--- src/rtl/uart_pkg.sv ---
// Shared types and constants for the oversampling UART receiver and its
// future transmitter sibling.
package uart_pkg;

  typedef enum logic [2:0] {
    IDLE,
    START,
    DATA,
    PARITY,
    STOP
  } rx_state_t;

  localparam int OSR      = 16;
  localparam int SAMP_LO  = 6;
  localparam int SAMP_HI  = 11;
  localparam int VOTE_THR = 4;

  // A 3:3 split falls below the threshold, so ties resolve to 0.
  function automatic logic vote_bit(input logic [2:0] ones);
    return ones >= 3'(VOTE_THR);
  endfunction

endpackage

--- src/rtl/uart_rx_frame_if.sv ---
// Serial line, baud divisor and received-frame result bundle.
// slave = receiver side, master = pin driver / protocol layer side.
interface uart_rx_frame_if #(
  parameter int DATA_BITS = 8,
  parameter int DIV_W     = 16
);
  logic                 uart_rx;
  logic [DIV_W-1:0]     baud_div;
  logic [DATA_BITS-1:0] rx_data;
  logic                 rx_valid;
  logic                 parity_err;
  logic                 frame_err;
  logic                 rx_busy;

  modport slave (
    input  uart_rx, baud_div,
    output rx_data, rx_valid, parity_err, frame_err, rx_busy
  );

  modport master (
    output uart_rx, baud_div,
    input  rx_data, rx_valid, parity_err, frame_err, rx_busy
  );
endinterface

--- src/rtl/uart_baud_tick.sv ---
// Oversample tick generator: counts 0..baud_div and pulses at terminal count.
// Held at zero while disabled so the first tick lands baud_div+1 clocks later.
module uart_baud_tick #(
  parameter int DIV_W = 16
) (
  input  logic             clk,
  input  logic             rst_n,
  input  logic             enable,
  input  logic [DIV_W-1:0] baud_div,
  output logic             tick
);

  logic [DIV_W-1:0] cnt;
  logic             tc;

  assign tc   = (cnt == baud_div);
  assign tick = enable && tc;

  always_ff @(posedge clk or negedge rst_n) begin
    if (!rst_n) begin
      cnt <= '0;
    end else if (!enable || tc) begin
      cnt <= '0;
    end else begin
      cnt <= cnt + 1'b1;
    end
  end

endmodule

--- src/rtl/uart_rx_frame.sv ---
// Parametrised 16x-oversampling UART receiver with majority vote,
// false-start rejection and parity/framing error reporting.
module uart_rx_frame
  import uart_pkg::*;
#(
  parameter int DATA_BITS  = 8,
  parameter int PARITY_EN  = 0,
  parameter int PARITY_ODD = 0,
  parameter int STOP_BITS  = 1,
  parameter int DIV_W      = 16
) (
  input  logic            clk,
  input  logic            rst_n,
  uart_rx_frame_if.slave  bus
);

  // state   | meaning
  // IDLE    | line idle, waiting for a falling edge
  // START   | validating the start bit (false-start check at sample 15)
  // DATA    | shifting in DATA_BITS voted bits, LSB first
  // PARITY  | checking the optional parity bit
  // STOP    | voting stop bit(s); final one ends at sample 11

  localparam logic [3:0] LAST_BIT  = 4'(DATA_BITS - 1);
  localparam logic [3:0] SAMP_END  = 4'(OSR - 1);
  localparam logic       LAST_STOP = 1'(STOP_BITS - 1);

  rx_state_t state_q, state_d;

  logic                 sync1, sync2, line_prev;
  logic                 fall;
  logic [DIV_W-1:0]     div_q;
  logic                 tick;
  logic [3:0]           samp_cnt;
  logic [2:0]           ones;
  logic [2:0]           ones_upd;
  logic                 in_win;
  logic                 bit_val;
  logic                 bit_end;
  logic [3:0]           bit_cnt;
  logic [0:0]           stop_cnt;
  logic [DATA_BITS-1:0] shreg;
  logic                 exp_par;
  logic                 perr_acc, ferr_acc;
  logic [DATA_BITS-1:0] rx_data_q;
  logic                 rx_valid_q, perr_q, ferr_q;

  logic                 shift_en, par_en, stop_end, done;

  assign fall     = line_prev && !sync2;
  assign in_win   = (samp_cnt >= 4'(SAMP_LO)) && (samp_cnt <= 4'(SAMP_HI));
  // Include the current sample so a vote can be taken on the sample-11 tick.
  assign ones_upd = ones + {2'b00, in_win & sync2};
  assign bit_val  = vote_bit(ones_upd);
  assign bit_end  = tick && (samp_cnt == SAMP_END);
  assign exp_par  = (^shreg) ^ 1'(PARITY_ODD);

  uart_baud_tick #(.DIV_W(DIV_W)) u_baud_tick (
    .clk      (clk),
    .rst_n    (rst_n),
    .enable   (state_q != IDLE),
    .baud_div (div_q),
    .tick     (tick)
  );

  always_ff @(posedge clk or negedge rst_n) begin
    if (!rst_n) begin
      state_q <= IDLE;
    end else begin
      state_q <= state_d;
    end
  end

  always_comb begin
    state_d  = state_q;
    shift_en = 1'b0;
    par_en   = 1'b0;
    stop_end = 1'b0;
    done     = 1'b0;
    case (state_q)
      IDLE: begin
        if (fall) state_d = START;
      end
      START: begin
        if (bit_end) state_d = bit_val ? IDLE : DATA;
      end
      DATA: begin
        shift_en = bit_end;
        if (bit_end && (bit_cnt == LAST_BIT)) begin
          state_d = (PARITY_EN != 0) ? PARITY : STOP;
        end
      end
      PARITY: begin
        par_en = bit_end;
        if (bit_end) state_d = STOP;
      end
      STOP: begin
        if (stop_cnt == LAST_STOP) begin
          stop_end = tick && (samp_cnt == 4'(SAMP_HI));
          done     = stop_end;
          if (stop_end) state_d = IDLE;
        end else begin
          stop_end = bit_end;
        end
      end
      default: state_d = IDLE;
    endcase
  end

  always_ff @(posedge clk or negedge rst_n) begin
    if (!rst_n) begin
      sync1      <= 1'b1;
      sync2      <= 1'b1;
      line_prev  <= 1'b1;
      div_q      <= '0;
      samp_cnt   <= '0;
      ones       <= '0;
      bit_cnt    <= '0;
      stop_cnt   <= '0;
      shreg      <= '0;
      perr_acc   <= 1'b0;
      ferr_acc   <= 1'b0;
      rx_data_q  <= '0;
      rx_valid_q <= 1'b0;
      perr_q     <= 1'b0;
      ferr_q     <= 1'b0;
    end else begin
      sync1      <= bus.uart_rx;
      sync2      <= sync1;
      line_prev  <= sync2;
      rx_valid_q <= done;

      if (state_q == IDLE) begin
        samp_cnt <= '0;
        ones     <= '0;
        bit_cnt  <= '0;
        stop_cnt <= '0;
        perr_acc <= 1'b0;
        ferr_acc <= 1'b0;
        if (fall) div_q <= bus.baud_div;
      end else if (tick) begin
        samp_cnt <= samp_cnt + 4'd1;
        ones     <= (samp_cnt == 4'd0) ? 3'd0 : ones_upd;
      end

      if (shift_en) begin
        shreg   <= {bit_val, shreg[DATA_BITS-1:1]};
        bit_cnt <= bit_cnt + 4'd1;
      end
      if (par_en) begin
        perr_acc <= (bit_val != exp_par);
      end
      if (stop_end) begin
        ferr_acc <= ferr_acc | ~bit_val;
        stop_cnt <= stop_cnt + 1'b1;
      end
      if (done) begin
        rx_data_q <= shreg;
        perr_q    <= perr_acc;
        ferr_q    <= ferr_acc | ~bit_val;
      end
    end
  end

  assign bus.rx_data    = rx_data_q;
  assign bus.rx_valid   = rx_valid_q;
  assign bus.parity_err = perr_q;
  assign bus.frame_err  = ferr_q;
  assign bus.rx_busy    = (state_q != IDLE);

endmodule
--- src/flat_wrapper.sv ---
// flat-port wrapper written by rule: the top's interface ports become plain ports
module uart_rx_frame_flat import uart_pkg::*;
#(
  parameter int DATA_BITS  = 8,
  parameter int PARITY_EN  = 0,
  parameter int PARITY_ODD = 0,
  parameter int STOP_BITS  = 1,
  parameter int DIV_W      = 16
)
  (clk, rst_n, bus_uart_rx, bus_baud_div, bus_rx_data, bus_rx_valid, bus_parity_err, bus_frame_err, bus_rx_busy);
  uart_rx_frame_if #(.DATA_BITS(DATA_BITS), .DIV_W(DIV_W)) bus_i ();
  input  logic clk;
  input  logic rst_n;
  input wire logic [$bits(bus_i.uart_rx)-1:0] bus_uart_rx;
  input wire logic [$bits(bus_i.baud_div)-1:0] bus_baud_div;
  output wire logic [$bits(bus_i.rx_data)-1:0] bus_rx_data;
  output wire logic [$bits(bus_i.rx_valid)-1:0] bus_rx_valid;
  output wire logic [$bits(bus_i.parity_err)-1:0] bus_parity_err;
  output wire logic [$bits(bus_i.frame_err)-1:0] bus_frame_err;
  output wire logic [$bits(bus_i.rx_busy)-1:0] bus_rx_busy;
  assign bus_i.uart_rx = bus_uart_rx;
  assign bus_i.baud_div = bus_baud_div;
  assign bus_rx_data = bus_i.rx_data;
  assign bus_rx_valid = bus_i.rx_valid;
  assign bus_parity_err = bus_i.parity_err;
  assign bus_frame_err = bus_i.frame_err;
  assign bus_rx_busy = bus_i.rx_busy;
  uart_rx_frame #(.DATA_BITS(DATA_BITS), .PARITY_EN(PARITY_EN), .PARITY_ODD(PARITY_ODD), .STOP_BITS(STOP_BITS), .DIV_W(DIV_W)) u_core (.clk(clk), .rst_n(rst_n), .bus(bus_i));
endmodule
--- config.mk ---
export PLATFORM = sky130hd
export DESIGN_NAME = uart_rx_frame_flat
export DESIGN_NICKNAME = d
export VERILOG_FILES = /design/src/rtl/uart_pkg.sv /design/src/rtl/uart_rx_frame_if.sv /design/src/rtl/uart_baud_tick.sv /design/src/rtl/uart_rx_frame.sv /design/src/flat_wrapper.sv
export SDC_FILE = /design/constraint.sdc
export NUM_CORES = 1
export LEC_CHECK = 0
export ABC_AREA = 0
export CORE_AREA = 2 2 101 103
export CTS_BUF_LIST = sky130_fd_sc_hd__clkbuf_2 sky130_fd_sc_hd__clkbuf_4 sky130_fd_sc_hd__clkbuf_8
export CTS_CLUSTER_SIZE = 20
export DETAILED_ROUTE_END_ITERATION = 7
export DIE_AREA = 0 0 103 105
export GPL_TIMING_DRIVEN = 1
export PLACE_DENSITY_LB_ADDON = 0.08
export SYNTH_ARGS = -nofsm -noshare
export SYNTH_HDL_FRONTEND = slang
export SYNTH_SLANG_ARGS = --single-unit
--- constraint.sdc ---
create_clock -name clk -period 3.84 [get_ports clk]
set_input_delay 0.768 -clock clk [delete_from_list [all_inputs] [get_ports clk]]
set_output_delay 0.768 -clock clk [all_outputs]
set_load 0.02 [all_outputs]
==> flow_summary.json <==
{
  "run_status": "finished, final reports clean",
  "cts_setup_buffers": 0,
  "synth_top_area_share_pct": 50.94,
  "reg2reg_slack_ns": 1.08,
  "routedWlPerCell_um": 14.92,
  "fin_setup_tns_ns": 0,
  "rows": 36,
  "finalCriticalPeriod_ns": 2.762,
  "critPathArrivalTime_ns": 2.99,
  "worst-setup-path-type": "register to register",
  "nets": 347,
  "routabilityCongestion": 0.7536,
  "tightest_slew_ns": 1.011,
  "dieWidth_um": 103,
  "r2r_start": "u_core.u_baud_tick.cnt[6]",
  "drtPass1Iterations": 4,
  "cts_made_buffers": 9,
  "max_freq_mhz": 362.0,
  "r2r-end": "u_core.bus.rx_data[5]",
  "ctsHoldBuffers": 0,
  "syn_avg_cell_area_um2": 11.68,
  "synth-seq-cells": 71,
  "die_height_um": 105,
  "wl_um": 6846,
  "drtAntennaViolNets": 0,
  "period_share_pct": 71.94,
  "start_util_pct": 34.66,
  "clkLatencyLatePin_ns": 0.35,
  "ir_drop_mv": 0.1832,
  "drv_slew": 0,
  "critPathRequiredTime_ns": 4.07,
  "ys_warn_count": 0,
  "hold_class": "input pin to asynchronous set/reset pin",
  "setup_viol": 0,
  "grt_pass1_wl_um": 11570,
  "rsz0062_at_grt": "no",
  "drive_gt1_share_pct": 16.56,
  "clock-sinks": 71,
  "ios": 31,
  "synthesis.area_um2": 3341,
  "cts_buffer_depth": 2,
  "grt_use_total_pct": 13.91,
  "cts_resized": 0,
  "crit_fanout": 21,
  "cts_tree": "done",
  "fp.coreArea_um2": 9639,
  "dpl.hpwl_um": 4589,
  "crit_path_top_delay_cell": "nor3_2",
  "r2r_cells": 6,
  "area_growth_pct": 20.26,
  "hold_viol": 0,
  "power_density_nw_per_um2": 486.0,
  "synth_edf_count": 0,
  "power.leakage_uw": 0.001756,
  "grt_antenna_before_repair": 0,
  "slew_headroom_pct": 32.38,
  "slowest_delay_ns": 0.77,
  "cts_max_level": 3,
  "synthTopCellsByCount": "dfrtp_1, nor2_1, mux2_2",
  "synth.top_cells.by_area": "dfrtp_1, mux2_2, xor2_1, xnor2_1, nor2_1",
  "synthArstFlopShare_pct": 100.0,
  "vias_per_cell": 4.704,
  "worstPathCellList": "xor2_1 -> nor4_1 -> nand4_1 -> buf_4 -> nor3_2 -> mux2_2",
  "synth_top_area_cell": "dfrtp_1",
  "vias": 2159,
  "crit_path_end_kind": "register",
  "grt_max_degree": 34,
  "drt-initial-drc-count": 53,
  "ctsRootBufferMaster": "clkbuf_8",
  "syn-instance-count": 286,
  "n_antenna_cell": 0,
  "cts.clk_slew.worst_paths_ns": 0.08,
  "numPortBuffers": 30,
  "grt_pass1_vias": 2245,
  "die-area_um2": 10820,
  "syn_nets": 312,
  "synth_ff_type": "dfrtp_1",
  "synth_cell_types": 39,
  "cap_violations": 0,
  "globalRouteOverflowTotal": 0,
  "drc": 0,
  "final_util_pct": 41.68,
  "ys_seq_area_share_pct": 53.30,
  "startpoint_type": "register",
  "yosysMostFrequentCell": "dfrtp_1",
  "skew_ns": 0.009375
}
report_power, final:
| part | switching [uW] | internal [uW] | leakage, uW |
|---|---|---|---|
| registers | 101 | 852 | 0.000934 |
| logic | 152 | 158 | 0.000713 |
| clock network | 303 | 387 | 0.000109 |
flip-flops by register name (all words and copies together), names as in the netlist:
| name | cells |
|---|---|
| u_core.u_baud_tick.cnt | 16 |
| u_core.bus.frame_err | 1 |
| u_core.samp_cnt | 4 |
| u_core.bus.rx_valid | 1 |
| u_core.bus.rx_data | 8 |
| u_core.state_q | 3 |
| u_core.shreg | 8 |
| u_core.bit_cnt | 4 |
| u_core.line_prev | 1 |
| u_core.bus.parity_err | 1 |
| u_core.stop_cnt | 1 |
| u_core.perr_acc | 1 |
| u_core.sync2 | 1 |
| u_core.div_q | 16 |
| u_core.sync1 | 1 |
| u_core.ferr_acc | 1 |
| u_core.ones | 3 |
logic make-up (layout without fill, tap and decap cells):
| kind of cell | count (synthesis) | count (layout) | synth area share (%) |
|---|---|---|---|
| xor gates and xnor gates | 41 | 41 | 10.75 |
| muxes | 39 | 39 | 13.00 |
| adders and majority gates | 7 | 7 | 2.622 |
| DFF | 71 | 71 | 53.30 |
| buffers and inverters | 18 | 58 | 2.247 |
| AOI/OAI and AO/OA | 20 | 20 | 3.596 |
| and+or+nand+nor | 90 | 90 | 14.49 |
layout make-up:
class                   instances  area (um^2)
repair buffers                 34        325.3
multi-input cells             197         1485
clock buffers                  10        137.6
well taps                     133        166.4
clock inverters                 6        92.59
inverters                       8        30.03
fillers                       932         5622
flip-flops and latches         71         1780
placed cells by master, fill, tap and decap left out, types with 7 or more instances in the layout:
master,n
mux2_1,9
nor2_1,30
dfrtp_1,68
a21oi_1,7
nand3_1,9
clkbuf_8,10
mux2_2,26
xnor2_1,18
inv_1,7
ha_1,7
xor2_1,23
clkdlybuf4s50_1,29
nand2_1,14
per-stage QoR:
step	power (uW)	hold WS (ns)	instances	worst slack [ns]	cell area, um^2
after detailed placement	1276	0.3575	443	1.083	3787
after global routing	2062	0.3785	459	0.8800	4018
after global placement	1273	0.3540	443	1.082	3787
final	1953	0.3647	459	1.078	4018
after floorplan	1151	0.3452	286	1.666	3341
after CTS	1976	0.3703	459	1.046	4018
how the worst max path moves through the flow:
stage | from | to | slack [ns] | cells past startpoint
floorplan | u_core.samp_cnt[0] | u_core.state_q[1] | 1.67 | 11
global placement | u_core.u_baud_tick.cnt[6] | u_core.bus.rx_data[3] | 1.08 | 6
detailed placement | u_core.u_baud_tick.cnt[6] | u_core.bus.rx_data[7] | 1.08 | 6
CTS | u_core.u_baud_tick.cnt[6] | u_core.bus.rx_data[5] | 1.05 | 6
global route | u_core.u_baud_tick.cnt[6] | u_core.bus.rx_data[3] | 0.88 | 6
finish | u_core.u_baud_tick.cnt[6] | u_core.bus.rx_data[5] | 1.08 | 6
layer usage:
layer / GRT usage (%) / vias up / share of wire [%]
met5: 0 / - / 0
met4: 4.417 / 0 / 1.1
met3: 3.946 / 7 / 3.7
met2: 19.57 / 31 / 43
met1: 20.54 / 1067 / 53
li1: - / 1054 / -
worst max-delay path, delay by kind of cell (launching register included):
family | cells | cell delay (ns)
AND/OR/NAND/NOR | 3 | 1.38
flip-flops | 1 | 0.45
multiplexers | 1 | 0.41
buffers and inverters | 1 | 0.24
XOR/XNOR | 1 | 0.17
(Power assumes the default switching activity.)
